===== config.mk =====
export PLATFORM = sky130hd
export DESIGN_NAME = capture_sequencer_flat
export DESIGN_NICKNAME = d
export VERILOG_FILES = /design/src/rtl/capture_sequencer_if.sv /design/src/rtl/capture_sequencer.sv /design/src/flat_wrapper.sv
export SDC_FILE = /design/constraint.sdc
export NUM_CORES = 1
export LEC_CHECK = 0
export BUFFER_PORTS_ARGS = -buffer_cell sky130_fd_sc_hd__clkbuf_2
export CAP_MARGIN = 20
export CORE_ASPECT_RATIO = 0.75
export CORE_MARGIN = 5
export CORE_UTILIZATION = 31
export CTS_BUF_LIST = sky130_fd_sc_hd__clkbuf_4
export CTS_CLUSTER_DIAMETER = 40
export CTS_CLUSTER_SIZE = 14
export DETAILED_ROUTE_END_ITERATION = 8
export PLACE_DENSITY = 0.49
export SYNTH_ARGS = -nofsm -noshare
export SYNTH_HDL_FRONTEND = slang
export SYNTH_SLANG_ARGS = --single-unit

===== constraint.sdc =====
create_clock -name clk_rxg -period 5.01 [get_ports clk_rxg]
set_input_delay 0.501 -clock clk_rxg [delete_from_list [all_inputs] [get_ports clk_rxg]]
set_output_delay 0.501 -clock clk_rxg [all_outputs]
set_load 0.05 [all_outputs]

===== src/rtl/capture_sequencer_if.sv =====
// Control/status bundle between the capture sequencer and its host/row decoder.
// The sequencer uses the slave modport; the host side uses master.
interface capture_sequencer_if;
    logic        cfg_wr;
    logic [12:0] cfg_exp_lines;
    logic [7:0]  cfg_frames;
    logic [15:0] cfg_timeout;
    logic        start;
    logic        abort;
    logic        decoder_done;
    logic        dec_rst_n;
    logic        frame_req;
    logic [7:0]  frame_req_cnt;
    logic [12:0] exp_line_time_req;
    logic        busy;
    logic        done;
    logic [1:0]  err_code;

    modport slave (
        input  cfg_wr, cfg_exp_lines, cfg_frames, cfg_timeout,
        input  start, abort, decoder_done,
        output dec_rst_n, frame_req, frame_req_cnt, exp_line_time_req,
        output busy, done, err_code
    );

    modport master (
        output cfg_wr, cfg_exp_lines, cfg_frames, cfg_timeout,
        output start, abort, decoder_done,
        input  dec_rst_n, frame_req, frame_req_cnt, exp_line_time_req,
        input  busy, done, err_code
    );
endinterface


===== src/rtl/capture_sequencer.sv =====
// Sequences one row-decoder capture: decoder reset hold, trigger pulse,
// watchdog-supervised run, then a one-cycle completion report.
module capture_sequencer #(
    parameter int LINE_CLKS = 560,
    parameter int ARM_CLKS  = 4
) (
    input  logic                clk_rxg,
    input  logic                rst_rx_n,
    capture_sequencer_if.slave  bus
);
    localparam int LW = (LINE_CLKS > 1) ? $clog2(LINE_CLKS) : 1;
    localparam int AW = (ARM_CLKS > 1) ? $clog2(ARM_CLKS) : 1;
    localparam logic [12:0] EXP_MIN = 13'd2047;

    localparam logic [1:0] ERR_OK    = 2'b00;
    localparam logic [1:0] ERR_CFG   = 2'b01;
    localparam logic [1:0] ERR_TMO   = 2'b10;
    localparam logic [1:0] ERR_ABORT = 2'b11;

    typedef enum logic [2:0] {
        S_IDLE,
        S_ARM,
        S_REQ,
        S_RUN,
        S_FIN
    } state_e;

    state_e      state_q, state_d;
    logic [AW-1:0] arm_cnt_q, arm_cnt_d;
    logic [LW-1:0] line_q, line_d;
    logic [15:0] period_q, period_d;
    logic [1:0]  err_q, err_d;

    logic [12:0] stg_exp_q;
    logic [7:0]  stg_frames_q;
    logic [15:0] stg_to_q;
    logic [12:0] sh_exp_q;
    logic [7:0]  sh_frames_q;
    logic [15:0] sh_to_q;

    logic cfg_ok;
    logic load_sh;
    logic line_wrap;
    logic tmo_hit;

    assign cfg_ok    = (stg_exp_q >= EXP_MIN) && (stg_frames_q != 8'd0);
    assign line_wrap = (line_q == LW'(LINE_CLKS - 1));
    // Fire on the wrap that brings the period count up to the limit, so RUN
    // spans exactly limit row periods before FIN.
    assign tmo_hit   = (sh_to_q != 16'd0) && line_wrap &&
                       (({1'b0, period_q} + 17'd1) == {1'b0, sh_to_q});

    always_comb begin
        state_d   = state_q;
        arm_cnt_d = arm_cnt_q;
        line_d    = line_q;
        period_d  = period_q;
        err_d     = err_q;
        load_sh   = 1'b0;

        case (state_q)
            S_IDLE: begin
                if (bus.abort) begin
                    state_d = S_IDLE;
                end else if (bus.start) begin
                    if (cfg_ok) begin
                        load_sh   = 1'b1;
                        err_d     = ERR_OK;
                        arm_cnt_d = '0;
                        state_d   = S_ARM;
                    end else begin
                        err_d   = ERR_CFG;
                        state_d = S_FIN;
                    end
                end
            end
            S_ARM: begin
                if (bus.abort) begin
                    err_d   = ERR_ABORT;
                    state_d = S_FIN;
                end else if (arm_cnt_q == AW'(ARM_CLKS - 1)) begin
                    state_d = S_REQ;
                end else begin
                    arm_cnt_d = arm_cnt_q + AW'(1);
                end
            end
            S_REQ: begin
                if (bus.abort) begin
                    err_d   = ERR_ABORT;
                    state_d = S_FIN;
                end else begin
                    line_d   = '0;
                    period_d = '0;
                    state_d  = S_RUN;
                end
            end
            S_RUN: begin
                line_d   = line_wrap ? '0 : line_q + LW'(1);
                period_d = line_wrap ? period_q + 16'd1 : period_q;
                if (bus.decoder_done) begin
                    err_d   = ERR_OK;
                    state_d = S_FIN;
                end else if (bus.abort) begin
                    err_d   = ERR_ABORT;
                    state_d = S_FIN;
                end else if (tmo_hit) begin
                    err_d   = ERR_TMO;
                    state_d = S_FIN;
                end
            end
            S_FIN: begin
                state_d = S_IDLE;
            end
            default: begin
                state_d = S_IDLE;
            end
        endcase
    end

    always_ff @(posedge clk_rxg or negedge rst_rx_n) begin
        if (!rst_rx_n) begin
            state_q   <= S_IDLE;
            arm_cnt_q <= '0;
            line_q    <= '0;
            period_q  <= '0;
            err_q     <= ERR_OK;
        end else begin
            state_q   <= state_d;
            arm_cnt_q <= arm_cnt_d;
            line_q    <= line_d;
            period_q  <= period_d;
            err_q     <= err_d;
        end
    end

    // Staging accepts writes at any time; only an accepted start samples it.
    always_ff @(posedge clk_rxg or negedge rst_rx_n) begin
        if (!rst_rx_n) begin
            stg_exp_q    <= '0;
            stg_frames_q <= '0;
            stg_to_q     <= '0;
        end else if (bus.cfg_wr) begin
            stg_exp_q    <= bus.cfg_exp_lines;
            stg_frames_q <= bus.cfg_frames;
            stg_to_q     <= bus.cfg_timeout;
        end
    end

    always_ff @(posedge clk_rxg or negedge rst_rx_n) begin
        if (!rst_rx_n) begin
            sh_exp_q    <= '0;
            sh_frames_q <= '0;
            sh_to_q     <= '0;
        end else if (load_sh) begin
            sh_exp_q    <= stg_exp_q;
            sh_frames_q <= stg_frames_q;
            sh_to_q     <= stg_to_q;
        end
    end

    // Trigger is masked by a same-cycle abort so a cancelled REQ never pulses.
    assign bus.frame_req         = (state_q == S_REQ) && !bus.abort;
    assign bus.dec_rst_n         = (state_q == S_REQ) || (state_q == S_RUN);
    assign bus.busy              = (state_q != S_IDLE);
    assign bus.done              = (state_q == S_FIN);
    assign bus.err_code          = err_q;
    assign bus.frame_req_cnt     = sh_frames_q;
    assign bus.exp_line_time_req = sh_exp_q;

endmodule

===== src/flat_wrapper.sv =====
// flat-port wrapper written by rule: the top's interface ports become plain ports
module capture_sequencer_flat 
#(
    parameter int LINE_CLKS = 560,
    parameter int ARM_CLKS  = 4
)
  (clk_rxg, rst_rx_n, bus_cfg_wr, bus_cfg_exp_lines, bus_cfg_frames, bus_cfg_timeout, bus_start, bus_abort, bus_decoder_done, bus_dec_rst_n, bus_frame_req, bus_frame_req_cnt, bus_exp_line_time_req, bus_busy, bus_done, bus_err_code);
  capture_sequencer_if bus_i ();
  input  logic clk_rxg;
  input  logic rst_rx_n;
  input wire logic [$bits(bus_i.cfg_wr)-1:0] bus_cfg_wr;
  input wire logic [$bits(bus_i.cfg_exp_lines)-1:0] bus_cfg_exp_lines;
  input wire logic [$bits(bus_i.cfg_frames)-1:0] bus_cfg_frames;
  input wire logic [$bits(bus_i.cfg_timeout)-1:0] bus_cfg_timeout;
  input wire logic [$bits(bus_i.start)-1:0] bus_start;
  input wire logic [$bits(bus_i.abort)-1:0] bus_abort;
  input wire logic [$bits(bus_i.decoder_done)-1:0] bus_decoder_done;
  output wire logic [$bits(bus_i.dec_rst_n)-1:0] bus_dec_rst_n;
  output wire logic [$bits(bus_i.frame_req)-1:0] bus_frame_req;
  output wire logic [$bits(bus_i.frame_req_cnt)-1:0] bus_frame_req_cnt;
  output wire logic [$bits(bus_i.exp_line_time_req)-1:0] bus_exp_line_time_req;
  output wire logic [$bits(bus_i.busy)-1:0] bus_busy;
  output wire logic [$bits(bus_i.done)-1:0] bus_done;
  output wire logic [$bits(bus_i.err_code)-1:0] bus_err_code;
  assign bus_i.cfg_wr = bus_cfg_wr;
  assign bus_i.cfg_exp_lines = bus_cfg_exp_lines;
  assign bus_i.cfg_frames = bus_cfg_frames;
  assign bus_i.cfg_timeout = bus_cfg_timeout;
  assign bus_i.start = bus_start;
  assign bus_i.abort = bus_abort;
  assign bus_i.decoder_done = bus_decoder_done;
  assign bus_dec_rst_n = bus_i.dec_rst_n;
  assign bus_frame_req = bus_i.frame_req;
  assign bus_frame_req_cnt = bus_i.frame_req_cnt;
  assign bus_exp_line_time_req = bus_i.exp_line_time_req;
  assign bus_busy = bus_i.busy;
  assign bus_done = bus_i.done;
  assign bus_err_code = bus_i.err_code;
  capture_sequencer #(.LINE_CLKS(LINE_CLKS), .ARM_CLKS(ARM_CLKS)) u_core (.clk_rxg(clk_rxg), .rst_rx_n(rst_rx_n), .bus(bus_i));
endmodule

==> results of run 1 <==
==> layer usage <==
layer / up-vias / part of all wire, % / GRT usage [%]
li1: 1763 / - / -
met1: 1775 / 49 / 18.37
met2: 91 / 41 / 18.07
met3: 12 / 8.3 / 5.009
met4: 0 / 1.3 / 3.493
met5: - / 0 / 0
==> final cells by class <==
| type | count | area, um^2 | share of cell area, % |
|---|---|---|---|
| flip-flops and latches | 107 | 2678 | 46.52 |
| clock inverters | 5 | 46.29 | 0.8043 |
| multi-input cells | 317 | 2278 | 39.59 |
| well taps | 210 | 262.8 | 4.565 |
| repair buffers | 72 | 370.4 | 6.435 |
| clock buffers | 11 | 82.58 | 1.435 |
| inverters | 10 | 37.54 | 0.6522 |
==> cell families after synthesis <==
family          after synthesis
buf+inv                      29
fa+ha+maj                     4
mux                          78
xor+xnor                     16
simple gates                137
flops                       107
compound gates               82
==> final timing paths <==
check                                                     start  depth (start not counted)                                           to
worst max-delay path             u_core.period_q[0]$_DFFE_PN0P_                          9           u_core.bus.err_code[1]$_DFFE_PN0P_
worst min-delay path                                   rst_rx_n                          1              u_core.arm_cnt_q[1]$_DFFE_PN0P_
worst max register to register   u_core.period_q[0]$_DFFE_PN0P_                          9           u_core.bus.err_code[1]$_DFFE_PN0P_
worst min register to register  u_core.arm_cnt_q[0]$_DFFE_PN0P_                          1              u_core.arm_cnt_q[0]$_DFFE_PN0P_
max in group asynchronous                              rst_rx_n                          2  u_core.bus.exp_line_time_req[5]$_DFFE_PN0P_
min in group clk_rxg                          bus_cfg_frames[0]                          2           u_core.stg_frames_q[0]$_DFFE_PN0P_
==> state kept, by name (all words and copies together) (netlist names) <==
name	count
u_core.arm_cnt_q	2
u_core.sh_to_q	16
u_core.bus.exp_line_time_req	13
u_core.bus.err_code	2
u_core.line_q	10
u_core.state_q	3
u_core.period_q	16
u_core.bus.frame_req_cnt	8
u_core.stg_frames_q	8
u_core.stg_to_q	16
u_core.stg_exp_q	13
==> per-stage QoR <==
| step | setup WS (ns) | cells | total power, mW | hold slack [ns] |
|---|---|---|---|---|
| floorplan | 1.851 | 453 | 2.607 | 0.2054 |
| global placement | 2.061 | 716 | 2.981 | 0.4677 |
| detailed placement | 1.912 | 716 | 3.004 | 0.4937 |
| CTS | 1.895 | 732 | 3.445 | 0.03431 |
| global route | 1.620 | 732 | 3.669 | 0.05285 |
| finish | 1.900 | 732 | 3.396 | 0.05357 |
==> critical path: cells and delay by family (launching register included) <==
family | cells | cell delay [ns]
simple gates | 4 | 1.18
fa+ha+maj | 1 | 0.27
compound gates | 3 | 0.73
flops | 1 | 0.51
mux | 1 | 0.30
==> power by group through the flow <==
stage	Sequential, mW	Combinational [mW]	Clock [mW]
after global routing	1.59	1.60	0.485
after detailed placement	1.55	1.46	0
final	1.53	1.44	0.422
after floorplan	1.74	0.866	0
after CTS	1.53	1.46	0.454
after global placement	1.54	1.45	0
==> layout by cell type (no fill, tap or decap), types with 5 or more instances in the layout <==
| cell | count |
|---|---|
| sky130_fd_sc_hd__nand2_1 | 26 |
| sky130_fd_sc_hd__nand4_1 | 12 |
| sky130_fd_sc_hd__o21ai_0 | 44 |
| sky130_fd_sc_hd__a21oi_1 | 11 |
| sky130_fd_sc_hd__inv_1 | 10 |
| sky130_fd_sc_hd__or3_1 | 6 |
| sky130_fd_sc_hd__xnor2_1 | 7 |
| sky130_fd_sc_hd__nor2_1 | 31 |
| sky130_fd_sc_hd__nand3_1 | 14 |
| sky130_fd_sc_hd__nor3_1 | 10 |
| sky130_fd_sc_hd__and2_1 | 6 |
| sky130_fd_sc_hd__and3_1 | 5 |
| sky130_fd_sc_hd__nor4_1 | 10 |
| sky130_fd_sc_hd__xor2_1 | 9 |
| sky130_fd_sc_hd__mux2_2 | 75 |
| sky130_fd_sc_hd__clkbuf_2 | 68 |
| sky130_fd_sc_hd__dfrtp_1 | 107 |
| sky130_fd_sc_hd__clkbuf_4 | 11 |
==> cell usage after synthesis (4+ instances only) <==
cell type	instances	share of area (%)
sky130_fd_sc_hd__dfrtp_1	107	53
sky130_fd_sc_hd__mux2_2	75	17
sky130_fd_sc_hd__or3_1	6	0.74
sky130_fd_sc_hd__a21oi_1	11	1.1
sky130_fd_sc_hd__xnor2_1	7	1.2
sky130_fd_sc_hd__nand3_1	14	1.4
sky130_fd_sc_hd__nor4_1	10	1.2
sky130_fd_sc_hd__and2_1	6	0.74
sky130_fd_sc_hd__and3_1	5	0.62
sky130_fd_sc_hd__nor2_1	31	2.3
sky130_fd_sc_hd__inv_1	10	0.74
sky130_fd_sc_hd__o21ai_0	44	4.3
sky130_fd_sc_hd__nand2_1	26	1.9
sky130_fd_sc_hd__xor2_1	9	1.6
sky130_fd_sc_hd__o31ai_1	4	0.59
sky130_fd_sc_hd__nor3_1	10	0.99
sky130_fd_sc_hd__nand4_1	12	1.5
sky130_fd_sc_hd__clkbuf_1	18	1.3
==> summary.txt, run 1 <==
Run status
  – Status: complete, no violations

Synth
  – Area fraction in and, or, nand and nor cells after synthesis: between 10 and 15%
  – Post-synthesis cell type count: 50
  – Multiplexer area fraction after synthesis: 17.35%
  – Share of synthesized area occupied by flip-flops and latches: between 50% and 60%
  – Mapped Nets: about 500
  – Synth Register Bits: about 110
  – Synth Instances: 453
  – XOR/XNOR Fraction of Synth Area: 2.765%
  – Post-synthesis compound-gate area fraction: just under 10%
  – Synth warn: 0
  – Most instantiated flip-flop cell in the synthesis netlist: sky130_fd_sc_hd__dfrtp_1
  – Cell area after synthesis: about 0.005 mm^2
  – Post-synthesis async set-or-reset flop share: between 90% and 100%
  – Number of synthesized flops with an enable pin: 0
  – Adder and majority gate portion of the synthesized area: 0.9380%
  – Syn Area/Cell: roughly 11 um^2
  – Dominant combinational cell family by area after synthesis: multiplexers

Floorplanning
  – Die extent in x: approximately 160 um
  – Core region area: approximately 0.016 mm^2
  – Initial core utilization: 31.65%
  – IO Pins: 70
  – Die Y: 120.7 um
  – Number of cell rows: 40
  – Die footprint: ~0.019 mm^2

Worst setup path
  – Top fanout value on the critical path: 11
  – WP data required: 5.38 ns
  – Worst path cell trace: ha_1 -> nand3_1 -> nor3_1 -> o211ai_1 -> a211oi_1 -> nand4_1 -> o21ai_2 -> nand2_2 -> mux2_4
  – Worst path max stage delay: ~0.56 ns
  – Nature of the critical path endpoint: flip-flop
  – Data arrival, critical path: between 3 and 4 ns
  – Setup slack, reg-to-reg: between 1.5 and 2 ns
  – Critical path class: reg -> reg
  – Startpoint types: flip-flop
  – Slowest cell on the critical path: sky130_fd_sc_hd__nor3_1

Power
  – Register share of total power: between 40% and 50%
  – Internal power: about 1.8 mW
  – Clock network fraction of design power: approximately 12%
  – Max VDD drop: about 370 uV
  – Static Leak: 2.467 nW
  – Fraction of power consumed by combinational cells: between 40% and 50%
  – Power per Cell Area: 590.0 mW/mm^2
  – Sw Share: 45.80%
  – Power spent charging and discharging nets: 1.555 mW

Drt
  – Via count: ~3600
  – Detailed-route wire length: roughly 12000 um
  – Post-route antenna net violation count: 0
  – Average wire per cell in the routed design: ~16 um
  – Vias per inst: 4.974
  – DRT iter0 DRCs: approximately 200
  – Length of the first detailed-routing pass in iterations: 4
  – DRC viols: 0

Clock network
  – Post-CTS Hold Fix Bufs: 0
  – Insertion delay of the later-clocked pin in the worst-skew pair: 0.47 ns
  – CTS buffer count: 9
  – Clock tree buffer depth: 2
  – Number of setup buffers added after CTS: 0
  – Clock transition time at the flip-flop clock pins of the worst setup and hold paths: 0.16 ns
  – Resized Gates After CTS: 0
  – Number of H-tree levels: 3
  – Clk root buf: sky130_fd_sc_hd__clkbuf_4
  – Clock Sinks: around 110
  – Clock tree from TritonCTS: done

STA
  – Pin slew with the least headroom to its limit: 0.9951 ns
  – Period utilisation layout: between 60 and 70%
  – Clock period minus final worst setup slack: about 3.1 ns
  – Hold Fails Final Rpt: 0
  – Slew Limit Fails: 0
  – Fin Setup TNS: 0 ns
  – Worst slew slack as a fraction of its limit: approximately a third
  – Maximum achievable frequency: approximately 320 MHz
  – Fin Clk Skew: 0.01632 ns
  – RSZ-0062 raised after global routing: false
  – Endpoints failing setup: 0

GRT
  – Vias in the first global route: 3696
  – Largest net degree at the start of global routing: 56
  – Number of antenna violations at the first check in global routing: 0
  – Overflow after GRT: 0
  – Global-route wire length before repair: 19420 um
  – Overall routing resource usage: approximately 13%

Placement
  – Global placer's final weighted congestion: approximately 0.84
  – IO Port Bufs: between 60 and 70
  – Total half-perimeter wirelength after legalization and detailed placement: between 8000 and 9000 um
  – Placed inst area: about 0.0056 mm^2

Layout
  – Layout cell share with drive strength beyond 1: between 30% and 40%
  – Count of antenna diodes in the layout: 0
  – Synth-to-layout area growth: 13.55%
  – Total non-filler cell area in the finished layout: between 0.005 and 0.006 mm^2
  – Final design utilization: 35.94%
  – Layout net count: around 560
  – Fill cell count: 1644

Job
  – MaxCap Viol Count: 0

Hold path
  – Worst hold path class: in -> async
(Power assumes the default switching activity.)
==> inputs of run 2 (changes only) <==
==> constraint.sdc (replaced) <==
create_clock -name clk_rxg -period 3.1 [get_ports clk_rxg]
set_input_delay 0.31 -clock clk_rxg [delete_from_list [all_inputs] [get_ports clk_rxg]]
set_output_delay 0.31 -clock clk_rxg [all_outputs]
set_load 0.05 [all_outputs]
==> summary.txt, run 2 (same netlist as run 1, synthesis figures left out) <==
Run status
  – Status: complete, no violations

GRT
  – Global-route wire length before repair: 19640 um (+1.1%)
  – GR met1 Demand/Resource: 19.08% (+0.71 points)
  – GR Layer Usage met2: 17.64% (-0.43 points)
  – Overflow after GRT: 0 (unchanged)
  – Vias in the first global route: 3719 (+0.62%)
  – Number of antenna violations at the first check in global routing: 1 (+1)
  – GR peak layer: met1
  – Overall routing resource usage: 12.83% (-0.028 points)
  – Largest net degree at the start of global routing: 55 (-1.8%)
  – Grt met3 use: 4.508% (-0.50 points)

Drt
  – Average wire per cell in the routed design: 15.96 um (+0.96%)
  – Post-route antenna net violation count: 0 (unchanged)
  – DRC viols: 0 (unchanged)
  – DRT iter0 DRCs: 190 (-4.5%)
  – Detailed-route wire length: 11830 um (+2.2%)
  – Vias per inst: 4.995 (+0.41%)
  – Length of the first detailed-routing pass in iterations: 4 (unchanged)
  – Via count: 3701 (+1.6%)

Floorplanning
  – Initial core utilization: 31.65% (unchanged)
  – Number of cell rows: 40 (unchanged)
  – Core region area: 0.01602 mm^2 (unchanged)
  – Die extent in x: 157.7 um (unchanged)
  – Die Y: 120.7 um (unchanged)
  – Die footprint: 0.01903 mm^2 (unchanged)
  – IO Pins: 70 (unchanged)

STA
  – Maximum achievable frequency: 349.7 MHz (+8.8%)
  – Hold Fails Final Rpt: 0 (unchanged)
  – Fin Setup TNS: 0 ns (unchanged)
  – Fin Clk Skew: 0.02229 ns (+0.005973 ns)
  – Endpoints failing setup: 0 (unchanged)
  – Worst slew slack as a fraction of its limit: 35.73% (+2.3 points)
  – Slew Limit Fails: 0 (unchanged)
  – Clock period minus final worst setup slack: 2.859 ns (-0.2510 ns)
  – Period utilisation layout: 92.24% (+30 points)
  – RSZ-0062 raised after global routing: false
  – Pin slew with the least headroom to its limit: 0.9640 ns (-0.03114 ns)

Placement
  – Global placer's final weighted congestion: 0.8484 (+0.81%)
  – Total half-perimeter wirelength after legalization and detailed placement: 8517 um (+4.6%)
  – IO Port Bufs: 69 (unchanged)

Layout
  – Most frequent standard cell in the layout excluding fill and tap cells: sky130_fd_sc_hd__dfrtp_1
  – Layout net count: 572 (+1.6%)
  – Layout cell share with drive strength beyond 1: 34.46% (+1.3 points)
  – Largest registers ranked by flip-flop count: u_core.period_q: 16 flops, u_core.sh_to_q: 16 flops, u_core.stg_to_q: 16 flops
  – Count of antenna diodes in the layout: 0 (unchanged)
  – Most frequent cells in the layout: sky130_fd_sc_hd__dfrtp_1 (107), sky130_fd_sc_hd__mux2_2 (75), sky130_fd_sc_hd__clkbuf_2 (68), sky130_fd_sc_hd__o21ai_0 (44), sky130_fd_sc_hd__nor2_1 (31)
  – Synth-to-layout area growth: 15.58%

Job
  – MaxCap Viol Count: 0 (unchanged)

Worst setup path
  – Slowest cell on the critical path: sky130_fd_sc_hd__or4b_4
  – Family with the most delay on the worst path: simple AND/OR/NAND/NOR gates
  – Critical path class: reg -> reg
  – WP buf/inv: 0 (unchanged)
  – Data arrival, critical path: 3.22 ns (-0.26 ns)
  – Worst path max stage delay: 0.51 ns (-0.05 ns)
  – Nature of the critical path endpoint: flip-flop
  – Worst path cell trace: and4_1 -> or4b_4 -> or3_1 -> a211o_1 -> a22o_1 -> o21ai_2 -> nand2_2 -> mux2_4
  – WP data required: 3.46 ns (-1.92 ns)
  – Top fanout value on the critical path: 9 (-2)
  – Startpoint types: flip-flop

Power
  – Internal power: 2.996 mW (+63%)
  – Max VDD drop: 519.3 uV (+40%)
  – Power per Cell Area: 948.3 mW/mm^2 (+61%)
  – Sw Share: 46.07% (+0.28 points)
  – Clock network fraction of design power: 12.1% (-0.3 points)
  – Power spent charging and discharging nets: 2.559 mW (+65%)
  – Static Leak: 2.525 nW (+2.4%)
  – Register share of total power: 44.2% (-0.8 points)
  – Fraction of power consumed by combinational cells: 43.7% (+1.2 points)
  – Final Total Pwr: 5.555 mW (+64%)

Clock network
  – CTS buffer count: 9 (unchanged)
  – Clock Sinks: 107 (unchanged)
  – Insertion delay of the later-clocked pin in the worst-skew pair: 0.47 ns (about the same)
  – Clock tree from TritonCTS: done
  – Clock transition time at the flip-flop clock pins of the worst setup and hold paths: 0.18 ns (+0.02 ns)
  – Clock tree buffer depth: 2 (unchanged)
  – Clk root buf: sky130_fd_sc_hd__clkbuf_4
  – Number of H-tree levels: 3 (unchanged)

Hold path
  – Worst hold path class: in -> reg
-- run 2: worst paths after layout --
kind / slack, ns / cells after the start / startpoint / to
worst max-delay path: 0.24 / 8 / u_core.period_q[10]$_DFFE_PN0P_ / u_core.bus.err_code[1]$_DFFE_PN0P_
worst min-delay path: 0.05 / 2 / bus_cfg_timeout[0] / u_core.stg_to_q[0]$_DFFE_PN0P_
worst max register to register: 0.24 / 8 / u_core.period_q[10]$_DFFE_PN0P_ / u_core.bus.err_code[1]$_DFFE_PN0P_
worst min register to register: 0.52 / 1 / u_core.arm_cnt_q[0]$_DFFE_PN0P_ / u_core.arm_cnt_q[0]$_DFFE_PN0P_
max in group asynchronous: 1.95 / 3 / rst_rx_n / u_core.bus.exp_line_time_req[11]$_DFFE_PN0P_
min in group asynchronous: 0.41 / 2 / rst_rx_n / u_core.period_q[5]$_DFFE_PN0P_
-- run 2: power groups by stage --
stage	sequential, mW	combinational (mW)	clock [mW]
2_1_floorplan	2.82	1.40	0
6_report	2.45	2.43	0.674
5_1_grt	2.54	2.66	0.753
4_1_cts	2.45	2.44	0.715
3_3_place_gp	2.46	2.41	0
3_5_place_dp	2.48	2.43	0
-- run 2: cell type report --
cell class	instances	area, um^2
Multi-Input combinational cell	317	2291
Fill cell	1607	10160
Clock inverter	6	48.80
Timing Repair Buffer	81	465.4
Sequential cell	107	2678
Inverter	10	37.54
Tap cell	210	262.8
Clock buffer	10	75.07
-- run 2: routing by layer --
metal / part of all wire (%) / up-vias / wire [um]
li1: - / 1783 / -
met1: 52 / 1835 / 6092
met4: 0.30 / 2 / 35
met5: 0.11 / - / 13
met3: 6.8 / 4 / 805
met2: 41 / 77 / 4880
-- run 2: through the flow --
stage                     hold slack [ns]  setup slack, ns  instance area, um^2  util, %  instances
after floorplan                   0.01441           0.4246                 5075        -        453
after detailed placement           0.4235           0.1982                 5718    35.70        724
after CTS                       0.0005109           0.1654                 5852    36.54        741
final                             0.04883           0.2406                 5858    36.58        741
after global routing             0.008373          0.07242                 5858    36.58        741
after global placement             0.4175           0.3197                 5718    35.70        724
-- run 2: what timing repair did --
item	CTS	global route
buffers inserted	0	0
hold buffers	1	0
endpoints found under the hold margin	53	0
setup endpoints to repair	0	1
gates resized for setup	0	1
